### src/rtl/pla_bench_pkg.sv
// Shared types, constants and helpers for the PLA stimulus/response engine.
// The MISR step is written width-generic so any SIG_W up to MaxSigW can reuse it.
package pla_bench_pkg;

    typedef enum logic [1:0] {StIdle, StDrive, StDrain, StDone} state_e;

    localparam logic [15:0] DefSigPoly = 16'h8016;
    localparam int unsigned MaxSigW    = 32;

    // Maximal-length Fibonacci tap masks (bit i set = tap at bit i) for 2..16 bits.
    function automatic logic [15:0] lfsr_taps(input int unsigned n);
        case (n)
            2:       return 16'h0003;
            3:       return 16'h0006;
            4:       return 16'h000C;
            5:       return 16'h0014;
            6:       return 16'h0030;
            7:       return 16'h0060;
            8:       return 16'h00B8;
            9:       return 16'h0110;
            10:      return 16'h0240;
            11:      return 16'h0500;
            12:      return 16'h0829;
            13:      return 16'h100D;
            14:      return 16'h2015;
            15:      return 16'h6000;
            16:      return 16'hD008;
            default: return 16'h0500;
        endcase
    endfunction

    // One MISR step on the low w bits; bits above w come back as zero.
    function automatic logic [MaxSigW-1:0] misr_next(input logic [MaxSigW-1:0] sig,
                                                     input logic [MaxSigW-1:0] poly,
                                                     input logic               y,
                                                     input int unsigned        w);
        logic [MaxSigW-1:0] mask;
        logic               msb;
        mask = (32'd1 << w) - 32'd1;
        msb  = sig[w[4:0] - 5'd1];
        return (((sig << 1) ^ (msb ? poly : '0)) & mask) ^ {{(MaxSigW-1){1'b0}}, y};
    endfunction

endpackage

### src/rtl/pla_vector_engine_if.sv
// Control, stimulus and result bundle between a host and pla_vector_engine.
// master = host/logic-block side, slave = the engine itself.
interface pla_vector_engine_if #(
    parameter int unsigned N_IN  = 11,
    parameter int unsigned SIG_W = 16
);
    logic              start;
    logic              abort;
    logic              mode;
    logic [N_IN-1:0]   seed;
    logic [N_IN-1:0]   x_out;
    logic              y_in;
    logic              busy;
    logic              done;
    logic              aborted;
    logic [N_IN:0]     onset_count;
    logic [SIG_W-1:0]  signature;

    modport master (
        output start, abort, mode, seed, y_in,
        input  x_out, busy, done, aborted, onset_count, signature
    );

    modport slave (
        input  start, abort, mode, seed, y_in,
        output x_out, busy, done, aborted, onset_count, signature
    );
endinterface

### src/rtl/pla_misr.sv
// Serial-input MISR register with synchronous clear (priority) and enable.
module pla_misr
    import pla_bench_pkg::*;
#(
    parameter int unsigned     SIG_W    = 16,
    parameter logic [SIG_W-1:0] SIG_POLY = SIG_W'(DefSigPoly)
) (
    input  logic             clk,
    input  logic             rst_n,
    input  logic             clr,
    input  logic             en,
    input  logic             y,
    output logic [SIG_W-1:0] sig
);
    logic [SIG_W-1:0] sig_q, sig_d;

    always_comb begin
        sig_d = sig_q;
        if (clr) begin
            sig_d = '0;
        end else if (en) begin
            sig_d = SIG_W'(misr_next(MaxSigW'(sig_q), MaxSigW'(SIG_POLY), y, SIG_W));
        end
    end

    always_ff @(posedge clk or negedge rst_n) begin
        if (!rst_n) begin
            sig_q <= '0;
        end else begin
            sig_q <= sig_d;
        end
    end

    assign sig = sig_q;
endmodule

### src/rtl/pla_vector_engine.sv
// Drives exhaustive-count or LFSR vectors into a PLA block and compacts its single output
// into an on-set count and a MISR signature, with a SAMPLE_LAT-deep sample-valid pipe.
module pla_vector_engine
    import pla_bench_pkg::*;
#(
    parameter int unsigned      N_IN       = 11,
    parameter int unsigned      SIG_W      = 16,
    parameter logic [SIG_W-1:0] SIG_POLY   = SIG_W'(DefSigPoly),
    parameter logic [N_IN-1:0]  LFSR_POLY  = N_IN'(lfsr_taps(N_IN)),
    parameter int unsigned      SAMPLE_LAT = 0
) (
    input logic                clk,
    input logic                rst_n,
    pla_vector_engine_if.slave bus
);
    localparam int unsigned    PipeW   = (SAMPLE_LAT > 0) ? SAMPLE_LAT : 1;
    localparam logic [N_IN-1:0] AllOnes = '1;

    state_e            state_q, state_d;
    logic [N_IN-1:0]   x_q, x_d;
    logic [N_IN-1:0]   idx_q, idx_d;
    logic              mode_q, mode_d;
    logic [PipeW-1:0]  pipe_q, pipe_d;
    logic [N_IN:0]     onset_q, onset_d;
    logic              aborted_q, aborted_d;
    logic              clr, run, last, tap, sample;
    logic [SIG_W-1:0]  sig;

    assign run  = (state_q == StDrive) || (state_q == StDrain);
    // Mode 1 presents one vector fewer because the all-zero state is unreachable.
    assign last = mode_q ? (idx_q == AllOnes - 1'b1) : (idx_q == AllOnes);

    if (SAMPLE_LAT == 0) begin : g_lat0
        assign tap = (state_q == StDrive);
    end else begin : g_latn
        assign tap = pipe_q[PipeW-1];
    end

    // The abort edge takes no sample: partial results freeze as they were.
    assign sample = run && tap && !bus.abort;

    always_comb begin
        state_d   = state_q;
        x_d       = x_q;
        idx_d     = idx_q;
        mode_d    = mode_q;
        pipe_d    = pipe_q;
        aborted_d = aborted_q;
        clr       = 1'b0;
        case (state_q)
            StIdle: begin
                if (bus.start) begin
                    state_d   = StDrive;
                    mode_d    = bus.mode;
                    idx_d     = '0;
                    pipe_d    = '0;
                    aborted_d = 1'b0;
                    clr       = 1'b1;
                    if (!bus.mode) begin
                        x_d = '0;
                    end else if (bus.seed == '0) begin
                        x_d = N_IN'(1);
                    end else begin
                        x_d = bus.seed;
                    end
                end
            end
            StDrive: begin
                if (bus.abort) begin
                    state_d   = StDone;
                    aborted_d = 1'b1;
                end else begin
                    pipe_d = (pipe_q << 1) | PipeW'(1);
                    if (last) begin
                        if (SAMPLE_LAT == 0) begin
                            state_d = StDone;
                        end else begin
                            state_d = StDrain;
                        end
                    end else begin
                        idx_d = idx_q + 1'b1;
                        if (mode_q) begin
                            x_d = {x_q[N_IN-2:0], ^(x_q & LFSR_POLY)};
                        end else begin
                            x_d = x_q + 1'b1;
                        end
                    end
                end
            end
            StDrain: begin
                if (bus.abort) begin
                    state_d   = StDone;
                    aborted_d = 1'b1;
                end else begin
                    pipe_d = pipe_q << 1;
                    if (pipe_d == '0) begin
                        state_d = StDone;
                    end
                end
            end
            StDone:  state_d = StIdle;
            default: state_d = StIdle;
        endcase
    end

    always_comb begin
        onset_d = onset_q;
        if (clr) begin
            onset_d = '0;
        end else if (sample && bus.y_in) begin
            onset_d = onset_q + 1'b1;
        end
    end

    always_ff @(posedge clk or negedge rst_n) begin
        if (!rst_n) begin
            state_q   <= StIdle;
            x_q       <= '0;
            idx_q     <= '0;
            mode_q    <= 1'b0;
            pipe_q    <= '0;
            onset_q   <= '0;
            aborted_q <= 1'b0;
        end else begin
            state_q   <= state_d;
            x_q       <= x_d;
            idx_q     <= idx_d;
            mode_q    <= mode_d;
            pipe_q    <= pipe_d;
            onset_q   <= onset_d;
            aborted_q <= aborted_d;
        end
    end

    pla_misr #(
        .SIG_W    (SIG_W),
        .SIG_POLY (SIG_POLY)
    ) u_misr (
        .clk   (clk),
        .rst_n (rst_n),
        .clr   (clr),
        .en    (sample),
        .y     (bus.y_in),
        .sig   (sig)
    );

    assign bus.x_out       = x_q;
    assign bus.busy        = run;
    assign bus.done        = (state_q == StDone);
    assign bus.aborted     = aborted_q;
    assign bus.onset_count = onset_q;
    assign bus.signature   = sig;
endmodule

### src/flat_wrapper.sv
// flat-port wrapper written by rule: the top's interface ports become plain ports
module pla_vector_engine_flat import pla_bench_pkg::*;
#(
    parameter int unsigned      N_IN       = 11,
    parameter int unsigned      SIG_W      = 16,
    parameter logic [SIG_W-1:0] SIG_POLY   = SIG_W'(DefSigPoly),
    parameter logic [N_IN-1:0]  LFSR_POLY  = N_IN'(lfsr_taps(N_IN)),
    parameter int unsigned      SAMPLE_LAT = 0
)
  (clk, rst_n, bus_start, bus_abort, bus_mode, bus_seed, bus_y_in, bus_x_out, bus_busy, bus_done, bus_aborted, bus_onset_count, bus_signature);
  pla_vector_engine_if #(.N_IN(N_IN), .SIG_W(SIG_W)) bus_i ();
  input logic clk;
  input logic rst_n;
  input wire logic [$bits(bus_i.start)-1:0] bus_start;
  input wire logic [$bits(bus_i.abort)-1:0] bus_abort;
  input wire logic [$bits(bus_i.mode)-1:0] bus_mode;
  input wire logic [$bits(bus_i.seed)-1:0] bus_seed;
  input wire logic [$bits(bus_i.y_in)-1:0] bus_y_in;
  output wire logic [$bits(bus_i.x_out)-1:0] bus_x_out;
  output wire logic [$bits(bus_i.busy)-1:0] bus_busy;
  output wire logic [$bits(bus_i.done)-1:0] bus_done;
  output wire logic [$bits(bus_i.aborted)-1:0] bus_aborted;
  output wire logic [$bits(bus_i.onset_count)-1:0] bus_onset_count;
  output wire logic [$bits(bus_i.signature)-1:0] bus_signature;
  assign bus_i.start = bus_start;
  assign bus_i.abort = bus_abort;
  assign bus_i.mode = bus_mode;
  assign bus_i.seed = bus_seed;
  assign bus_i.y_in = bus_y_in;
  assign bus_x_out = bus_i.x_out;
  assign bus_busy = bus_i.busy;
  assign bus_done = bus_i.done;
  assign bus_aborted = bus_i.aborted;
  assign bus_onset_count = bus_i.onset_count;
  assign bus_signature = bus_i.signature;
  pla_vector_engine #(.N_IN(N_IN), .SIG_W(SIG_W), .SIG_POLY(SIG_POLY), .LFSR_POLY(LFSR_POLY), .SAMPLE_LAT(SAMPLE_LAT)) u_core (.clk(clk), .rst_n(rst_n), .bus(bus_i));
endmodule
### config.mk
export PLATFORM = sky130hd
export DESIGN_NAME = pla_vector_engine_flat
export DESIGN_NICKNAME = d
export VERILOG_FILES = /design/src/rtl/pla_bench_pkg.sv /design/src/rtl/pla_vector_engine_if.sv /design/src/rtl/pla_misr.sv /design/src/rtl/pla_vector_engine.sv /design/src/flat_wrapper.sv
export SDC_FILE = /design/constraint.sdc
export NUM_CORES = 1
export LEC_CHECK = 0
export CORE_UTILIZATION = 40
export DETAILED_ROUTE_END_ITERATION = 6
export GPL_TIMING_DRIVEN = 1
export MAX_ROUTING_LAYER = met4
export PLACE_DENSITY_LB_ADDON = 0.3
export SLEW_MARGIN = 20
export SYNTH_ARGS = -nofsm -noshare
export SYNTH_HDL_FRONTEND = slang
export SYNTH_SLANG_ARGS = --single-unit
export TNS_END_PERCENT = 30
### constraint.sdc
create_clock -name clk -period 1.8 [get_ports clk]
set_input_delay 0.36 -clock clk [delete_from_list [all_inputs] [get_ports clk]]
set_output_delay 0.36 -clock clk [all_outputs]
set_load 0.03 [all_outputs]
-- After elaboration in Yosys (flattened, before gate mapping)
Index checks and enable logic that the tools add are counted.
- logic and storage cells: 65
- flip-flop bits (word level): 54
- input port bits: 17
- bitwise logic cells: 2
- equal/unequal tests: 10
- multiplexer cells: 26
- reductions and logical operators: 17
- $add $sub $neg: 3
- operators with widths (cell ; count):
    $mux 11 ; 9
    $mux 16 ; 3
    $pmux 11 s2 ; 2
    $mux 12 ; 2
    $add 11x1->11 const B ; 2
    $eq 11x11->1 const B ; 2
    $xor 16x1->16 ; 1
    $xor 16x16->16 ; 1
    $add 12x1->12 const B ; 1
    $logic_not 11->1 ; 1
    $reduce_xor 11->1 ; 1
    $pmux 2 s4 ; 1
    $reduce_bool 2->1 ; 4
    $mux 2 ; 3
    $ne 2x2->1 const B ; 3
    $mux 1 ; 5
    $eq 2x2->1 const B ; 2
    $reduce_and 2->1 ; 2
    $reduce_and 4->1 ; 1
    $logic_and 1x1->1 ; 3
    $ne 3x2->1 const B ; 1
    $reduce_and 3->1 ; 1
    $eq 2x1->1 const B ; 1
    $logic_not 2->1 ; 1
    5 further kinds ; 5

-- Logic depth before layout (Yosys ltp)
Gate-level depths: netlist of run 1.
- depth after elaboration: 7
- gate-level depth with buffers: 8
- gate-level depth less buffers: 6

-- By module
Synthesis of run 1 repeated with hierarchy kept, for this count alone.
- cells, all modules: 325
- area, all modules: 2980.4 µm²
- modules (own cells, without submodules) (module ; cells an instance ; area each (µm²) ; seq. area each (µm²) ; times used):
    pla_vector_engine ; 269 ; 2311.0 ; 950.9 ; 1
    pla_misr ; 56 ; 669.4 ; 400.4 ; 1

-- Least setup slack after synthesis of run 1
Ideal clock, no wire load.
- kind: register to register
- start point: register u_core.state_q[0]
- end point: register u_core.idx_q[9]
- data required time: 1722 ps
- path buffers: 0
- path slack: -145 ps
- arrival: 1868 ps
- library setup time: 78 ps
- clock period less this slack: 1945 ps
- cell stages (with the launch flop): 7
- path through: dfrtp_1 inv_1 ha_1 mux2i_1 or4_1 or3_1 a21oi_1
- cells in the longest elaborated chain, start to end: 3
- ends and longest elaborated chain (item ; RTL line ; text):
    from (decl) ; pla_vector_engine.sv:19 ; state_e state_q, state_d;
    from (signal assigned) ; pla_vector_engine.sv:117 ; state_q <= StIdle;
    from (signal assigned) ; pla_vector_engine.sv:125 ; state_q <= state_d;
    $eq 2x1->1 or $logic_not 2->1 (tied branches) ; pla_vector_engine.sv:50 ; case (state_q)
    $ne 2x2->1 (no line) or $reduce_bool 2->1 (tied branches) ; - ;
    $reduce_and 4->1 (no line) ; - ;
    to (signal assigned) ; pla_vector_engine.sv:127 ; idx_q <= idx_d;
    to (decl) ; pla_vector_engine.sv:21 ; logic [N_IN-1:0] idx_q, idx_d;
Parallel ways exist; a longest one is shown, timed or not.
A chain may end at the register's enable or synchronous reset.

-- Worst setup path after layout of run 1
- start point: register u_core.state_q[1]
- end point: register u_core.idx_q[9]
Same word-level chain as after synthesis.

==> summary.md, run 1 <==
| Metric | Value |
|---|---|
| Post-synth cell types | between 40 and 50 |
| Final WS setup | -0.0686 ns |
| Placed cell count | 539 |
| Worst Hold Class | in2async |
| Largest cells by area after synthesis | dfrtp_1 (44%), nand2_1 (6.2%), a21oi_1 (4.4%) |
| GPL Wtd Cong | around 0.91 |
| Avg Inst Size Synth | between 8 and 9 um^2 |
| Layout Cells excl Fill | 555 |
| Cell area after synthesis | 3080 um^2 |
| Wirelength, routed | 8910 um |
| Startpoint Class | flop |
| Pre-CTS setup slack | -0.280 ns |
| WP data required | 2.04 ns |
| Biggest area consumer among synthesized cells | dfrtp_1 |
| Num CTS Buffers | 5 |
| Slew Limit Fails | 0 |
| RSZ-0062 raised after global routing | true |
| P_int | 3.96 mW |
| H-tree levels | 2 |
| Initial drt markers | 172 |
| Row count | 31 |
| Syn Nets | 370 |
| Sequential share of the synthesized area | 43.9% |
| Clock power share | 12.1% |
| Latest clock arrival within the worst-skew pair | 0.32 ns |
| Initial antenna violation count | 0 |
| Io pins | 59 |
| EDFF count, synth | 0 |
| Clk_skew | 0.0105 ns |
| Sequential share of power | 27.1% |
| Fmax | 0.535 GHz |
| Area fraction of the dominant cell type after synthesis | 43.9% |
| Share of cells above drive strength 1 | 24.6% |
| Root Buffer | clkbuf_8 |
| Drt drc | 0 |
| Final min period | ~1.9 ns |
| Vias/cell | 5.68 |
| R2R Path Start | u_core.state_q[1]$_DFFE_PN0P_ |
| VDD IR max | 1.16 mV |
| Total GRT Usage | 22.5% |
| # diodes | 0 |
| CTS tree | built |
| Bufs on Longest Clock Path | 2 |
| Drt pass-1 iters | 5 |
| IO buf count | 58 |
| Max FO, Critical Path | 3 |
| Final Cycle Share | 104% |
| Post-synth top cells | dfrtp_1 (54), nand2_1 (51), a21oi_1 (27) |
| Failing checks | negative hold slack, negative setup slack |
| # fillers | between 600 and 700 |
| Hold Buf Count CTS | 0 |
| Routed WL per cell | approximately 16 um |
| Max Cap Violations | 0 |
| Syn Inst Count | 346 |
| Slew @ Worst Pin | ~0.5 ns |
| Largest net degree at the start of global routing | 30 |
| CP endpoint kind | flop |
| Worst Path Class, Setup | reg2reg |
| CTS Sinks | 54 |
| First-pass GRT wire length | 14500 um |
| Sw Share | 44.6% |
| Comb pwr share | 60.8% |
| Post-route cell area | approximately 4500 um^2 |
| Initial Utilization | 42.0% |
| Async SR Flop Fraction | 100% |
| HPWL after detailed placement | 6210 um |
| Final antenna-violating net count | 0 |
| Slew margin rel. | between 60% and 70% |
| Fin. Hold Viols | 8 |
| Nets | roughly 480 |
| Die Area | around 8000 um^2 |
| Worst setup startpoint | u_core.state_q[1]$_DFFE_PN0P_ |
| Clock-pin slew on the worst setup and hold paths | 0.11 ns |
| Placed inst area | about 4200 um^2 |
| Ys Warns | 0 |
| Lkg Pwr | 2.12 nW |
| P&R area growth vs syn | 46.5% |
| Worst Path Arrival | 2.11 ns |
| GR Overflow Total | 0 |
| Ys flop type | dfrtp_1 |
| DR vias | 3152 |
| Hold Slack | -0.00566 ns |
| Number of global-route vias before repair | 3013 |
| Core ar. | 7330 um^2 |
| Die H | 89.7 um |
| Net Sw Power | 3.18 mW |
| Status | complete, but fails checks |
| Die width | 89.7 um |
| Final setup viols | 5 |
| Count leader, synth | dfrtp_1 |
| Cell Pwr Density | 1580 nW/um^2 |
| Synth Register Bits | 54 |
| Final core occ | 61.5% |
==> critical path, stage by stage (launching register included) <==
cell and delay [ns]:
dfrtp_1 0.37, inv_2 0.06, buf_6 0.11, ha_4 0.16, mux2i_2 0.16, or4_4 0.48
or3_1 0.32, a21oi_1 0.13
==> kinds of logic (layout without fill, tap and decap cells) <==
| kind of cell | after synthesis | in the layout | share of synthesized area (%) |
|---|---|---|---|
| fa+ha+maj | 7 | 7 | 2.85 |
| simple gates | 139 | 139 | 22.3 |
| flops | 54 | 54 | 43.9 |
| mux | 11 | 11 | 3.82 |
| xor+xnor | 16 | 16 | 4.55 |
| compound gates | 90 | 91 | 18.9 |
| buf+inv | 29 | 138 | 3.66 |
==> power groups by stage <==
stage	clock (mW)	sequential, mW	combinational, mW
global route	0.928	1.98	4.68
finish	0.863	1.94	4.34
detailed placement	0	1.94	3.96
global placement	0	1.93	3.87
CTS	0.876	1.92	4.09
floorplan	0	2.46	1.76
==> path summary, 6_finish.rpt <==
path,to,slack (ns),cells past startpoint
max,u_core.idx_q[9]$_DFFE_PN0P_,-0.07,7
min,u_core.bus.onset_count[4]$_DFFE_PN0P_,-0.006,1
max reg2reg,u_core.idx_q[9]$_DFFE_PN0P_,-0.07,7
min reg2reg,u_core.bus.aborted$_DFFE_PN0P_,0.52,1
max in group asynchronous,u_core.bus.onset_count[3]$_DFFE_PN0P_,1.29,2
min in group clk,u_core.bus.aborted$_DFFE_PN0P_,0.52,1
==> sequential cells by signal, summed over array words and instances, names as in the netlist <==
signal / count
u_core.bus.onset_count: 12
u_core.state_q: 2
u_core.mode_q: 1
u_core.u_misr.sig: 16
u_core.bus.x_out: 11
u_core.bus.aborted: 1
u_core.idx_q: 11
==> layout by cell type (no fill, tap or decap), drive strengths merged, types with 3 or more instances in the layout <==
cell type	n
a21oi	27
buf	64
o211ai	4
or3	8
nand4	9
nor3	5
dlymetal6s2s	10
o21ai	17
a211oi	4
a31oi	10
and4	4
nand2	51
a41oi	4
dfrtp	54
ha	7
xnor2	12
mux2	6
mux2i	5
xor2	4
clkdlybuf4s50	28
dlygate4sd2	17
nand3	11
inv	11
clkbuf	5
nor2b	3
a41o	4
o31ai	7
nand2b	4
nor2	23
nor4	5
and3	7
==> metal layers <==
layer,GRT usage [%],part of all wire [%]
met2,37.8,50
met4,6.01,1.3
met5,-,0
met3,3.05,4.0
met1,28.7,45
==> area by class of cell <==
class / count / area, um^2 / share of cell area (%)
repair buffers: 120 / 1100 / 24.4
well taps: 99 / 124 / 2.75
clock inverters: 3 / 47.5 / 1.05
multi-input cells: 264 / 1780 / 39.4
clock buffers: 5 / 68.8 / 1.53
inverters: 10 / 37.5 / 0.833
flip-flops and latches: 54 / 1350 / 30.0
==> timing repair <==
item	4_1_cts	5_1_grt
setup endpoints to repair	40	39
pin swaps	6	5
gates resized for setup	33	38
cloned	0	2
setup buffers	5	1
==> stage by stage <==
step | total power [mW] | setup TNS [ns]
after floorplan | 4.23 | -0.136
after global placement | 5.80 | -3.22
after detailed placement | 5.90 | -3.63
after CTS | 6.89 | -0.0769
after global routing | 7.59 | -0.697
final | 7.14 | -0.126
Power figures use the tool's default switching activity.
==> inputs of run 2 (changes only) <==
--- a/config.mk
+++ b/config.mk
@@ -10,7 +10,6 @@
 export GPL_TIMING_DRIVEN = 1
 export MAX_ROUTING_LAYER = met4
 export PLACE_DENSITY_LB_ADDON = 0.3
-export SLEW_MARGIN = 20
 export SYNTH_ARGS = -nofsm -noshare
 export SYNTH_HDL_FRONTEND = slang
 export SYNTH_SLANG_ARGS = --single-unit
==> results of run 2 <==
Final layout, timing and power as in run 1 (identical DEF).
==> inputs of run 3 (changes only) <==
==> constraint.sdc (replaced) <==
create_clock -name clk -period 2 [get_ports clk]
set_input_delay 0.4 -clock clk [delete_from_list [all_inputs] [get_ports clk]]
set_output_delay 0.4 -clock clk [all_outputs]
set_load 0.03 [all_outputs]
==> summary.md, run 3 (same netlist as run 1, synthesis figures left out) <==
| Metric | Value |
|---|---|
| Most common cell after layout, fill and taps aside | clkdlybuf4s50_1 |
| Layout Cells excl Fill | 521 (-6.1%) |
| Final setup viols | 0 (-5) |
| Multi-input gate area | 1650 um^2 (-7.0%) |
| Die width | 89.7 um (unchanged) |
| Num CTS Buffers | 5 (unchanged) |
| Lkg Pwr | 1.68 nW (-21%) |
| CP endpoint kind | primary output |
| Fin. Hold Viols | 0 (-8) |
| Initial antenna violation count | 0 (unchanged) |
| CTS tree | built |
| Crit-path leading delay family | buffers and inverters |
| Bufs and invs on worst path | 1 (-1) |
| Initial Utilization | 42.0% (unchanged) |
| Core ar. | 7330 um^2 (unchanged) |
| R2R Path End | u_core.bus.x_out[10]$_DFFE_PN0P_ |
| Clk_skew | 0.00951 ns (-0.00103 ns) |
| HPWL after detailed placement | 5790 um (-6.7%) |
| Startpoint Class | flop |
| Highest Signal Layer | met4 |
| Cell Pwr Density | 1410 nW/um^2 (-11%) |
| Die Area | 8050 um^2 (unchanged) |
| Root Buffer | clkbuf_8 |
| DR vias | 2970 (-5.8%) |
| RSZ-0062 raised after global routing | false |
| R2r setup slk | 0.10 ns (+0.17 ns) |
| Die H | 89.7 um (unchanged) |
| Metal2 WL | 3840 um (-14%) |
| Slew margin rel. | 67.1% (+0.48 points) |
| IO buf count | 58 (unchanged) |
| Slew Limit Fails | 0 (unchanged) |
| Bufs on Longest Clock Path | 2 (unchanged) |
| Slowest stage delay, CP | 0.72 ns (+0.24 ns) |
| # fillers | 658 (+5.3%) |
| First-pass GRT wire length | 13000 um (-10%) |
| GR Overflow Total | 0 (unchanged) |
| Max Cap Violations | 0 (unchanged) |
| P&R area growth vs syn | 32.6% |
| M1 WL | 3580 um (-10%) |
| Fmax | 0.517 GHz |
| Worst Hold Class | in2async |
| Slew @ Worst Pin | 0.487 ns (-0.0136 ns) |
| Max FO, Critical Path | 8 (+5) |
| # diodes | 0 (unchanged) |
| Worst Path Arrival | 1.53 ns (-0.58 ns) |
| Io pins | 59 (unchanged) |
| Total Neg Setup Slack | 0 ns (+0.126 ns) |
| Critical Path Stages | 1 (-6) |
| Drt pass-1 iters | 4 (-1) |
| Initial drt markers | 205 (+19%) |
| Worst Path Class, Setup | reg2out |
| WL met3 | 278 um (-21%) |
| Drt drc | 0 (unchanged) |
| Reg2reg path depth | 7 (unchanged) |
| Row count | 31 (unchanged) |
| Total GRT Usage | 20.4% (-2.2 points) |
| Worst setup startpoint | u_core.bus.x_out[6]$_DFFE_PN0P_ |
| Placed cell count | 511 (-5.2%) |
| GPL Wtd Cong | 0.912 (-0.14%) |
| Wirelength, routed | 7860 um (-12%) |
| Nets | 445 (-7.1%) |
| Clock-pin slew on the worst setup and hold paths | 0.10 ns (about the same) |
| Latest clock arrival within the worst-skew pair | 0.31 ns (about the same) |
| Max FFs per register | 16 (unchanged) |
| R2R Path Start | u_core.state_q[1]$_DFFE_PN0P_ |
| Largest net degree at the start of global routing | 55 (+83%) |
| VDD IR max | 0.476 mV (-59%) |
| CP max stage cell | clkdlybuf4s50_1 |
| Critical Path, Cell by Cell | clkdlybuf4s50_1 |
| Status | complete, no violations |
| Final antenna-violating net count | 0 (unchanged) |
| Number of global-route vias before repair | 2766 (-8.2%) |
| Share of cells above drive strength 1 | 12.8% (-12 points) |
| FF/Latch Area | 1350 um^2 (about the same) |
| Vias/cell | 5.70 (+0.37%) |
| Final min period | slightly below 2 ns |
| H-tree levels | 2 (unchanged) |
| CTS Sinks | 54 (unchanged) |
| WP data required | 1.60 ns (-0.44 ns) |
| Most frequent cells in the layout | clkdlybuf4s50_1 (55), dfrtp_1 (53), nand2_1 (51), buf_4 (28), a21oi_1 (27) |
| Final Cycle Share | 96.6% |
| Routed WL per cell | 15.1 um (-6.0%) |
## run 3: cell count changes in the layout (fill, tap and decap cells not counted), moves of 3 or more
| cell | change |
|---|---|
| clkdlybuf4s50_1 | +27 |
| buf_4 | -24 |
| dlygate4sd2_1 | -16 |
| dlymetal6s2s_1 | -10 |
| buf_6 | -7 |
| a21oi_1 | +3 |
| a21oi_2 | -3 |
| nand2_1 | +3 |
| o21ai_0 | +3 |
| o21ai_1 | -3 |
| o31ai_1 | +3 |
| o31ai_2 | -3 |
## run 3: repair_timing
| item | 4_1_cts | 5_1_grt |
|---|---|---|
| endpoints found under the setup margin | 3 | 13 |
| setup buffers | 0 | 2 |
| hold buffers | 0 | 0 |
| resized for setup | 3 | 10 |
| pin swaps | 0 | 1 |
## run 3: power by group
| group | internal [mW] | total (mW) | switching [mW] |
|---|---|---|---|
| Sequential | 1.41 | 1.80 | 0.393 |
| Clock | 0.374 | 0.725 | 0.352 |
| Combinational | 1.38 | 3.22 | 1.84 |
| Total | 3.16 | 5.75 | 2.58 |
## run 3: area by class of cell
type | instances | share of cell area [%]
repair buffers | 87 | 19.7
inverters | 10 | 0.920
clock buffers | 6 | 1.78
clock inverters | 2 | 0.920
well taps | 99 | 3.03
flip-flops and latches | 54 | 33.1
multi-input cells | 263 | 40.5
## run 3: worst max-delay path by stage
stage	end	slack (ns)
2_1_floorplan	u_core.idx_q[9]$_DFFE_PN0P_	0.05
3_3_place_gp	u_core.idx_q[9]$_DFFE_PN0P_	-0.07
3_5_place_dp	u_core.idx_q[10]$_DFFE_PN0P_	-0.15
4_1_cts	u_core.idx_q[9]$_DFFE_PN0P_	0.002
5_1_grt	u_core.idx_q[9]$_DFFE_PN0P_	0.01
6_report	bus_x_out[6]	0.07
## run 3: routing by layer
layer | global-route usage (%) | vias up
li1 | - | 1415
met1 | 26.4 | 1470
met2 | 32.5 | 70
met3 | 3.38 | 15
met4 | 6.56 | 0
met5 | - | -
## run 3: through the flow
step / setup slack, ns / power [mW] / cell area [um^2] / utilization, % / hold slack [ns]
final: 0.0673 / 5.75 / 4080 / 55.7 / 0.0675
after global routing: 0.0135 / 6.13 / 4080 / 55.7 / 0.0908
after CTS: 0.00178 / 5.67 / 4030 / 55.0 / 0.0846
after detailed placement: -0.149 / 4.96 / 3920 / 53.4 / 0.420
after global placement: -0.0733 / 4.88 / 3920 / 53.4 / 0.424
after floorplan: 0.0546 / 3.71 / 3080 / - / 0.104
